$ cat src/rtl/axis_src_pkg.sv
// Shared state encoding and default widths for axis_packet_source.
package axis_src_pkg;

  localparam int DEF_TDATA_WIDTH = 32;
  localparam int DEF_LEN_WIDTH   = 16;
  localparam int DEF_GAP_WIDTH   = 8;

  typedef enum logic [1:0] {
    IDLE = 2'b00,
    SEND = 2'b01,
    GAP  = 2'b10,
    DONE = 2'b11
  } state_t;

endpackage

$ cat src/rtl/axis_packet_source.sv
// AXI-Stream packet source: one packet of incrementing data per accepted start,
// optional idle gap after each non-last beat.
// Ports: m00_axis_* AXIS master; start/pkt_len/seed/gap request; busy/done/
// pkt_count/state status.
module axis_packet_source
  import axis_src_pkg::*;
#(
  parameter int TDATA_WIDTH            = DEF_TDATA_WIDTH,
  parameter int C_M00_AXIS_TDATA_WIDTH = TDATA_WIDTH,
  parameter int LEN_WIDTH              = DEF_LEN_WIDTH,
  parameter int GAP_WIDTH              = DEF_GAP_WIDTH,
  parameter int CNT_WIDTH              = 16
) (
  input  logic                                  m00_axis_aclk,
  input  logic                                  m00_axis_aresetn,
  input  logic                                  start,
  input  logic [LEN_WIDTH-1:0]                  pkt_len,
  input  logic [TDATA_WIDTH-1:0]                seed,
  input  logic [GAP_WIDTH-1:0]                  gap,
  output logic                                  m00_axis_tvalid,
  output logic [C_M00_AXIS_TDATA_WIDTH-1:0]     m00_axis_tdata,
  output logic [C_M00_AXIS_TDATA_WIDTH/8-1:0]   m00_axis_tstrb,
  output logic                                  m00_axis_tlast,
  input  logic                                  m00_axis_tready,
  output logic                                  busy,
  output logic                                  done,
  output logic [CNT_WIDTH-1:0]                  pkt_count,
  output logic [1:0]                            state
);

  localparam logic [C_M00_AXIS_TDATA_WIDTH-1:0] DATA_ONE = C_M00_AXIS_TDATA_WIDTH'(1);
  localparam logic [LEN_WIDTH-1:0]              LEN_ONE  = LEN_WIDTH'(1);
  localparam logic [GAP_WIDTH-1:0]              GAP_ONE  = GAP_WIDTH'(1);
  localparam logic [CNT_WIDTH-1:0]              CNT_ONE  = CNT_WIDTH'(1);

  state_t                 st;
  logic [LEN_WIDTH-1:0]   len_q;
  logic [LEN_WIDTH-1:0]   beat_cnt;
  logic [GAP_WIDTH-1:0]   gap_q;
  logic [GAP_WIDTH-1:0]   gap_cnt;

  assign state          = st;
  assign m00_axis_tstrb = '1;

  always_ff @(posedge m00_axis_aclk or negedge m00_axis_aresetn) begin
    if (!m00_axis_aresetn) begin
      st              <= IDLE;
      m00_axis_tvalid <= 1'b0;
      m00_axis_tdata  <= '0;
      m00_axis_tlast  <= 1'b0;
      busy            <= 1'b0;
      done            <= 1'b0;
      pkt_count       <= '0;
      len_q           <= '0;
      gap_q           <= '0;
      beat_cnt        <= '0;
      gap_cnt         <= '0;
    end else begin
      done <= 1'b0;
      unique case (st)
        IDLE: begin
          if (start) begin
            busy <= 1'b1;
            if (pkt_len != '0) begin
              len_q           <= pkt_len;
              gap_q           <= gap;
              m00_axis_tdata  <= seed;
              beat_cnt        <= LEN_ONE;
              m00_axis_tlast  <= (pkt_len == LEN_ONE);
              m00_axis_tvalid <= 1'b1;
              st              <= SEND;
            end else begin
              done <= 1'b1;
              st   <= DONE;
            end
          end
        end
        SEND: begin
          // tvalid is always high here, so tready alone marks a transfer
          if (m00_axis_tready) begin
            if (m00_axis_tlast) begin
              m00_axis_tvalid <= 1'b0;
              m00_axis_tlast  <= 1'b0;
              pkt_count       <= pkt_count + CNT_ONE;
              done            <= 1'b1;
              st              <= DONE;
            end else begin
              m00_axis_tdata <= m00_axis_tdata + DATA_ONE;
              beat_cnt       <= beat_cnt + LEN_ONE;
              if (gap_q == '0) begin
                m00_axis_tlast <= (beat_cnt + LEN_ONE == len_q);
              end else begin
                m00_axis_tvalid <= 1'b0;
                gap_cnt         <= gap_q;
                st              <= GAP;
              end
            end
          end
        end
        GAP: begin
          gap_cnt <= gap_cnt - GAP_ONE;
          if (gap_cnt == GAP_ONE) begin
            // beat_cnt was already advanced on the transfer that entered GAP
            m00_axis_tvalid <= 1'b1;
            m00_axis_tlast  <= (beat_cnt == len_q);
            st              <= SEND;
          end
        end
        DONE: begin
          busy <= 1'b0;
          st   <= IDLE;
        end
        default: st <= IDLE;
      endcase
    end
  end

endmodule

$ cat config.mk
export PLATFORM = sky130hd
export DESIGN_NAME = axis_packet_source
export DESIGN_NICKNAME = d
export VERILOG_FILES = /design/src/rtl/axis_src_pkg.sv /design/src/rtl/axis_packet_source.sv
export SDC_FILE = /design/constraint.sdc
export NUM_CORES = 1
export LEC_CHECK = 0
export ABC_CLOCK_PERIOD_IN_PS = 2900
export CAP_MARGIN = 20
export CELL_PAD_IN_SITES_DETAIL_PLACEMENT = 2
export CELL_PAD_IN_SITES_GLOBAL_PLACEMENT = 2
export CORE_MARGIN = 2
export CORE_UTILIZATION = 30
export DETAILED_ROUTE_END_ITERATION = 7
export HOLD_SLACK_MARGIN = 0.15
export PLACE_DENSITY = 0.77
export SLEW_MARGIN = 20
export SYNTH_ARGS = -nofsm -noshare
export SYNTH_HDL_FRONTEND = slang
export SYNTH_SLANG_ARGS = --single-unit
$ cat constraint.sdc
create_clock -name m00_axis_aclk -period 2.9 [get_ports m00_axis_aclk]
set_input_delay 0.87 -clock m00_axis_aclk [delete_from_list [all_inputs] [get_ports m00_axis_aclk]]
set_output_delay 0.87 -clock m00_axis_aclk [all_outputs]
set_load 0.01 [all_outputs]
# --- Word-level counts from Yosys, hierarchy flattened ---
# Index checks and enable logic that the tools add are counted.
# W data, S select, Z words.
word_totals:
  reg_bits: 102
  elab_cells: 86
op_classes:
  add_sub_neg: 4
  eq_ne: 14
  mux: 42
  reduce_logical: 15
op_table:
  columns: ["op", "count"]
  rows:
  - ["$mux W32", 4]
  - ["$mux W16", 4]
  - ["$pmux W32 S2", 1]
  - ["$add A16 B1 Y16 const B", 2]
  - ["$add A32 B1 Y32 const B", 1]
  - ["$eq A16 B16 Y1", 2]
  - ["$pmux W16 S2", 1]
  - ["$mux W8", 3]
  - ["$mux W1", 17]
  - ["$eq A16 B1 Y1 const B", 1]
  - ["$pmux W8 S2", 1]
  - ["$reduce_bool A16 Y1", 1]
  - ["$mux W2", 6]
  - ["$ne A2 B2 Y1 const B", 6]
  - ["$reduce_and A5 Y1", 2]
  - ["$eq A8 B1 Y1 const B", 1]
  - ["$logic_not A8 Y1", 1]
  - ["$pmux W2 S4", 1]
  - ["$reduce_and A4 Y1", 2]
  - ["$sub A8 B1 Y8 const B", 1]
  - ["$pmux W1 S3", 2]
  - ["$reduce_and A3 Y1", 2]
  - ["$reduce_and A6 Y1", 1]
  - ["$reduce_bool A2 Y1", 3]
  - ["7 further kinds", 9]

# --- Logic depth before layout (Yosys ltp) ---
# Gate-level depths: netlist of the first run.
logic_depth:
  depth_word: 6
  ltp_mapped: 9
  ltp_nobuf: 8

# --- Worst setup path before layout of the first run ---
# Ideal clock, no wire load.
synth_timing:
  path_type: "input to register"
  from: "input port pkt_len[1]"
  to: "register len_q[10]"
  arrival_ns: 2.312
  required_ns: 2.775
  slack_ns: 0.464
  stages: 5
  path_buffers: 1
  path_cell_list: "nor4_1 -> nand4_1 -> o211ai_2 -> buf_2 -> mux2_2"
synth_via:
  elab_chain_len: 2
synth_lines:
  columns: ["element", "line", "rtl"]
  rows:
  - ["start, declared", "axis_packet_source.sv:17", "input logic [LEN_WIDTH-1:0] pkt_len,"]
  - ["$reduce_bool A16 Y1", "axis_packet_source.sv:64", "if (pkt_len != '0) begin"]
  - ["$reduce_and A3 Y1 (no source line)", null, null]
  - ["end signal, assigned", "axis_packet_source.sv:65", "len_q <= pkt_len;"]
  - ["end, declared", "axis_packet_source.sv:37", "logic [LEN_WIDTH-1:0] len_q;"]
# No other way between the ends.
# A chain may end at the register's enable or synchronous reset.

# --- Worst setup path in the final report of the first run ---
layout_timing:
  from: "input port pkt_len[10]"
  to: "register m00_axis_tdata[23]"
layout_via:
  elab_chain_len: 3
layout_lines:
  columns: ["element", "line", "rtl"]
  rows:
  - ["$reduce_bool A16 Y1", "axis_packet_source.sv:64", null]
  - ["$ne A2 B2 Y1 (no source line)", null, null]
  - ["$reduce_and A5 Y1 (no source line)", null, null]
  - ["end signal, assigned", "axis_packet_source.sv:88", "m00_axis_tdata <= m00_axis_tdata + DATA_ONE;"]
  - ["end, declared", "axis_packet_source.sv:21", "output logic [C_M00_AXIS_TDATA_WIDTH-1:0] m00_axis_tdata,"]
# No other way between the ends.

==> results of run 1 <==
==> Yosys cell counts (all sizes together) (3+ instances only) <==
master	number	area, sq um
nor3	11	60.1
nand4b	10	87.6
dfrtp	102	2550
buf	26	156
a22oi	7	52.6
o221a	10	113
mux2	24	270
ha	10	125
and4	8	70.1
nor2b	3	18.8
nand4	16	100
nor4	10	83.8
inv	13	48.8
mux2i	3	30.0
nor2	30	113
o21ai	54	274
o22ai	9	56.3
nand2	67	251
a211oi	8	65.1
or4	4	30.0
clkbuf	18	70.1
a21oi	25	125
a21boi	6	48.8
nand3	38	195
a21o	4	30.0
xnor2	20	175
o211ai	13	108
and2	8	50.1
a2111oi	9	78.8
a31oi	6	37.5
a41oi	3	26.3
o31ai	4	30.0
nand2b	10	62.6
a22o	4	35.0
and3b	3	26.3
xor2	16	140
and3	24	150
or3	10	62.6
==> kinds of logic (layout without fill, tap and decap cells) <==
group           count (synthesis)  in the layout  share of synthesized area
buf+inv                        58            193                     0.0442
mux                            27             27                     0.0476
simple gates                  260            260                      0.226
fa+ha+maj                      10             10                     0.0198
compound gates                187            187                      0.207
xor+xnor                       36             36                     0.0500
flops                         102            102                      0.405
other cells                     1              4                   0.000595
==> timing repair <==
item,4_1_cts,5_1_grt
gates resized for setup,1,5
setup endpoints to repair,49,55
pin swaps,0,1
setup buffers,0,1
==> critical path: cells and delay by family <==
family,cells,cell delay (ns)
AO/OA/AOI/OAI,3,0.49
buffers and inverters,5,1.20
AND/OR/NAND/NOR,2,0.47
==> where the power goes <==
group / switching, mW / leakage [nW] / total, mW / internal, mW
sequential: 0.881 / 1.26 / 2.87 / 1.99
combinational: 2.23 / 1.92 / 4.24 / 2.00
clock: 0.608 / 0.138 / 1.28 / 0.671
==> placed cells by master, fill, tap and decap left out, drive strengths merged, types with 6 or more instances in the layout <==
master,netlist,layout
o22ai,9,9
nor3,11,11
and3,24,24
clkbuf,18,9
and2,8,8
and4,8,8
clkdlybuf4s50,0,112
dfrtp,102,102
nand4,16,16
nand2b,10,10
nor2,30,30
xor2,16,16
a2111oi,9,9
ha,10,10
a31oi,6,6
a21boi,6,6
buf,26,51
nor4,10,10
inv,13,13
a22oi,7,7
nand4b,10,10
o221a,10,10
nand2,67,67
nand3,38,38
a21oi,25,25
o21ai,54,54
o211ai,13,13
xnor2,20,20
mux2,24,24
a211oi,8,8
or3,10,10
==> metal layers <==
layer | part of all wire | track usage
met1 | 0.46 | 0.287
met5 | 0.00059 | 0
met2 | 0.49 | 0.377
met4 | 0.021 | 0.0690
met3 | 0.033 | 0.0278
==> layout make-up <==
class	count	area, sq um	share of cell area
multi-input cells	524	3530	0.423
inverters	14	52.6	0.00629
repair buffers	163	1570	0.188
clock buffers	9	225	0.0270
flip-flops and latches	102	2550	0.306
clock inverters	7	75.1	0.00899
well taps	275	344	0.0412
==> per-stage QoR <==
step	setup slack, ns	cells	instance area, sq um	utilization	power, mW
detailed placement	-0.407	1077	8010	0.384	7.09
floorplan	0.464	684	6320	-	5.10
global route	0.0127	1094	8350	0.401	9.00
finish	0.120	1094	8350	0.401	8.39
global placement	-0.397	1077	8010	0.384	6.81
CTS	0.00373	1093	8310	0.399	8.44
==> worst max-delay path by stage <==
stage	startpoint	endpoint	slack, ns
global route	pkt_len[10]	m00_axis_tdata[24]$_DFFE_PN0P_	0.01
global placement	pkt_len[10]	m00_axis_tdata[30]$_DFFE_PN0P_	-0.40
finish	pkt_len[10]	m00_axis_tdata[23]$_DFFE_PN0P_	0.12
CTS	pkt_len[10]	m00_axis_tdata[8]$_DFFE_PN0P_	0.004
detailed placement	pkt_len[10]	m00_axis_tdata[8]$_DFFE_PN0P_	-0.41
floorplan	pkt_len[1]	len_q[10]$_DFFE_PN0P_	0.46
==> sequential cells by signal (all words and copies together), names as in the netlist <==
signal           flops
m00_axis_tdata      32
beat_cnt            16
len_q               16
pkt_count           16
gap_cnt              8
gap_q                8
state                2
busy                 1
done                 1
m00_axis_tlast       1
m00_axis_tvalid      1
==> results.toml, run 1 <==
[run_status]
status = "finished clean"

[global_route]
grt_usage = 0.219
grt_pass1_wl_mm = 38.3
antenna_found_initial = 1
grt-ovfl-total = 0
grt_pass1_vias = 6861
grt_max_degree = 54

[final_layout]
num-fill-cells = 2265
layout-drive-gt1-share = 0.147
final_nets = 884
antennaDiodeCount = 0
area_delta_synth_final_pct = 32.4

[route]
detail_route.vias_per_cell = 5.59
drt_iter0_drc = 284
vias = 6114
wire_per_inst_microns = 21.6
drc = 0
dr.pass1.iters = 4
wirelength_mm = 23.6
drtAntennaViolNets = 0

[cts]
cts_root_buffer = "clkbuf_16"
cts-htree-levels = 3
cts_hold_buf = 0
clock-sinks = 102
clkTransAtPathRegs_ns = 0.07
max-clock-path-buffers = 2
clkLatencyLatePin_ns = 0.37
numCtsBuffers = 9
tritoncts = "done"

[sta]
slew_headroom = 0.446
final.min_clock_period_ns = 2.78
tns_ns = 0
slew_viol_final = 0
hold_ws_ns = 0.465
tightest_slew_ns = 0.828
grt_setup_unrepaired = "no"
setup_viol = 0
fmax_mhz = 360
hold_violations = 0
skew_ns = 0.00992
fin_crit_sh = 0.959

[power]
power.density_nw_per_um2 = 1010
irDropWorstVdd_mv = 0.369
p_leak_nw = 3.31

[critical_path]
critPathKind = "in -> reg"
endpoint_kind = "flop"
crit_top_cell = "buf_4"
reg2reg_depth = 7
crit_chain = "clkdlybuf4s50_1, nor4_2, buf_4, nand4_1, buf_4, o21ai_2, buf_6, a211oi_4, buf_12, o221a_2"
rrSetupSlack_ns = 0.45
start_kind = "input pin"
required_ns = 3.16
rr_startpoint = "m00_axis_tdata[0]$_DFFE_PN0P_"
critPathArrivalTime_ns = 3.04
cpMaxStageDelayCell = "clkdlybuf4s50_1"
slowest_delay_ns = 0.45
cp_max_fo = 13
reg2reg_to = "m00_axis_tdata[22]$_DFFE_PN0P_"

[synth]
yosys_warnings = 0
synth_ff_type = "dfrtp_1"
avgSynthCellArea_sq_um = 9.26
synth_edf_count = 0
synth-seq-area-share = 0.405
async_reset_ff_frac = 1.00
synth_area_sq_um = 6310
synthDistinctLibCells = 76
syn_inst = 681
ys_ff_latch = 102

[floorplan]
die_x_microns = 149
rows = 53
die_h_microns = 149
dieArea_sq_um = 22200
start_util = 0.303
boundaryPins = 118
core_sq_um = 20800

[min_path]
hp-class = "in -> async"

[placement]
place.gp.congestion = 0.837
hpwl_mm = 17.6
port_buffers = 113

[run]
max_cap_violations = 0
Power figures use the tool's default switching activity.
==> run 2, diff against run 1 <==
--- a/config.mk
+++ b/config.mk
@@ -9,11 +9,11 @@
 export CAP_MARGIN = 20
 export CELL_PAD_IN_SITES_DETAIL_PLACEMENT = 2
 export CELL_PAD_IN_SITES_GLOBAL_PLACEMENT = 2
-export CORE_MARGIN = 2
 export CORE_UTILIZATION = 30
 export DETAILED_ROUTE_END_ITERATION = 7
 export HOLD_SLACK_MARGIN = 0.15
 export PLACE_DENSITY = 0.77
+export REMOVE_ABC_BUFFERS = 1
 export SLEW_MARGIN = 20
 export SYNTH_ARGS = -nofsm -noshare
 export SYNTH_HDL_FRONTEND = slang
==> run 2 against run 1 <==
  * Design area grew 1.4%
  * Worst setup slack lost 0.10 ns
  * Hold slack gained 0.017 ns
  * Non-clock buffer count grew 7
  * Sequential power grew 1%
  * Critical path depth shrank 1
  * Flip-flop and latch count is the same
  * Register-to-register slack lost 0.08 ns
  * Critical path type unchanged
==> results.toml, run 2 (same netlist as run 1, synthesis figures left out) <==
[min_path]
hold_end = "pkt_count[15]$_DFFE_PN0P_"
whs_path_depth = 1
hp-start = "pkt_count[15]$_DFFE_PN0P_"
hp-class = "reg -> reg"

[power]
p_leak_nw = 3.39
seqPwrFrac = 0.337
p_comb_frac = 0.516
switching_power_mw = 3.86
irDropWorstVdd_mv = 0.397
switching_share = 0.447
power.density_nw_per_um2 = 1020
power.internal_mw = 4.78
clkPwrFrac = 0.147

[cts]
tritoncts = "done"
max-clock-path-buffers = 2
clkLatencyLatePin_ns = 0.36
cts_root_buffer = "clkbuf_16"
numCtsBuffers = 9
clkTransAtPathRegs_ns = 0.08
clock-sinks = 102
cts-htree-levels = 3

[global_route]
grt_max_degree = 47
grt_util_met1 = 0.293
grtUsageMet3 = 0.0295
antenna_found_initial = 0
grt_pass1_vias = 6795
top_usage_layer = "met2"
use_met2 = 0.390
grt_usage = 0.226
grt-ovfl-total = 0
grt_pass1_wl_mm = 38.1

[critical_path]
slowest_delay_ns = 0.44
required_ns = 3.15
cpMaxStageDelayCell = "clkdlybuf4s50_1"
start_kind = "input pin"
reg2reg_depth = 8
rrSetupSlack_ns = 0.37
endpoint_kind = "flop"
critPathArrivalTime_ns = 3.13
rr_startpoint = "state[1]$_DFFE_PN0P_"
cp_max_fo = 8
crit_top_cell = "buf_6"
reg2reg_to = "m00_axis_tdata[24]$_DFFE_PN0P_"
critPathKind = "in -> reg"
crit_chain = "clkdlybuf4s50_1, nor4_2, buf_4, nand4_1, o21ai_2, buf_6, a211oi_4, buf_6, o221a_2"

[sta]
setup_slack_ns = 0.0191
fin_crit_sh = 0.993
hold_ws_ns = 0.482
setup_viol = 0
skew_ns = 0.0100
final.min_clock_period_ns = 2.88
hold_violations = 0
tightest_slew_ns = 0.624
slew_viol_final = 0
fmax_mhz = 347
slew_headroom = 0.573

[run_status]
status = "finished clean"

[final_layout]
regMostFlops = "m00_axis_tdata"
antennaDiodeCount = 0
final_area_sq_um = 8470
largest_reg_flops = 32
final_common_cell = "clkdlybuf4s50_1"
num-fill-cells = 2206
layout-drive-gt1-share = 0.159
final_nets = 891
area_delta_synth_final_pct = 34.2
final_cell_mix = "clkdlybuf4s50_1, dfrtp_1, nand2_1"

[run]
max_cap_violations = 0

[route]
wirelength_mm = 24.5
vias = 6247
drtAntennaViolNets = 0
detail_route.vias_per_cell = 5.70
drc = 0
drt_iter0_drc = 371
dr.pass1.iters = 5
wire_per_inst_microns = 22.3

[floorplan]
rows = 52
boundaryPins = 118
die_x_microns = 147
die_h_microns = 147
dieArea_sq_um = 21600
core_sq_um = 20400
start_util = 0.309

[placement]
port_buffers = 113
place.gp.congestion = 0.837
dpl_cell_area_sq_um = 8020
hpwl_mm = 17.9
dp_slack_ns = -0.440
[run 2: worst max path at each step]
stage                         start                              to  slack (ns)  depth (start not counted)
2_1_floorplan  state[1]$_DFFE_PN0P_        beat_cnt[14]$_DFFE_PN0P_       -0.73                          7
4_1_cts                 pkt_len[10]  m00_axis_tdata[15]$_DFFE_PN0P_      -0.002                          9
3_3_place_gp            pkt_len[10]  m00_axis_tdata[12]$_DFFE_PN0P_       -0.31                         10
6_report                pkt_len[13]  m00_axis_tdata[21]$_DFFE_PN0P_        0.02                          9
5_1_grt                 pkt_len[13]  m00_axis_tdata[10]$_DFFE_PN0P_       -0.05                         10
3_5_place_dp            pkt_len[10]  m00_axis_tdata[15]$_DFFE_PN0P_       -0.44                          9
[run 2: power by group through the flow]
stage	Sequential (mW)	Combinational, mW	Clock, mW
after global routing	3.00	4.82	1.36
after detailed placement	2.89	4.23	0
after floorplan	2.69	2.24	0
after CTS	2.89	4.29	1.30
final	2.91	4.45	1.27
after global placement	2.81	3.97	0
[run 2: repair_timing]
item | in CTS | in global routing
cloned | 0 | 3
setup endpoints to repair | 32 | 32
pin swaps | 0 | 3
resized for setup | 4 | 12
setup buffers | 0 | 1
hold buffers | 0 | 0
[run 2: layout make-up]
cell class                 count  area [sq um]  area share
timing repair buffer         170          1650       0.195
clock buffer                   9           225      0.0266
inverter                      14          52.6     0.00621
sequential                   102          2550       0.301
tap                          270           338      0.0399
multi-input combinational    524          3570       0.422
clock inverter                 7          78.8     0.00931
[run 2: stage by stage]
| step | cells | power, mW | utilization | TNS (ns) |
|---|---|---|---|---|
| final | 1096 | 8.64 | 0.414 | 0 |
| after global routing | 1096 | 9.17 | 0.414 | -0.800 |
| after CTS | 1092 | 8.48 | 0.408 | -0.00175 |
| after detailed placement | 1076 | 7.11 | 0.392 | -23.11 |
| after global placement | 1076 | 6.78 | 0.392 | -16.36 |
| after floorplan | 640 | 4.93 | - | -18.15 |
[run 2: critical path, delay by kind of cell]
| kind | cells | cell delay [ns] |
|---|---|---|
| AND/OR/NAND/NOR | 2 | 0.56 |
| AO/OA/AOI/OAI | 3 | 0.72 |
| buffers and inverters | 4 | 0.99 |
[run 2: metal layers]
| metal | part of all wire | up-vias |
|---|---|---|
| met2 | 0.49 | 179 |
| met1 | 0.45 | 3207 |
| met5 | 0 | - |
| met3 | 0.042 | 28 |
| met4 | 0.016 | 0 |
| li1 | - | 2833 |
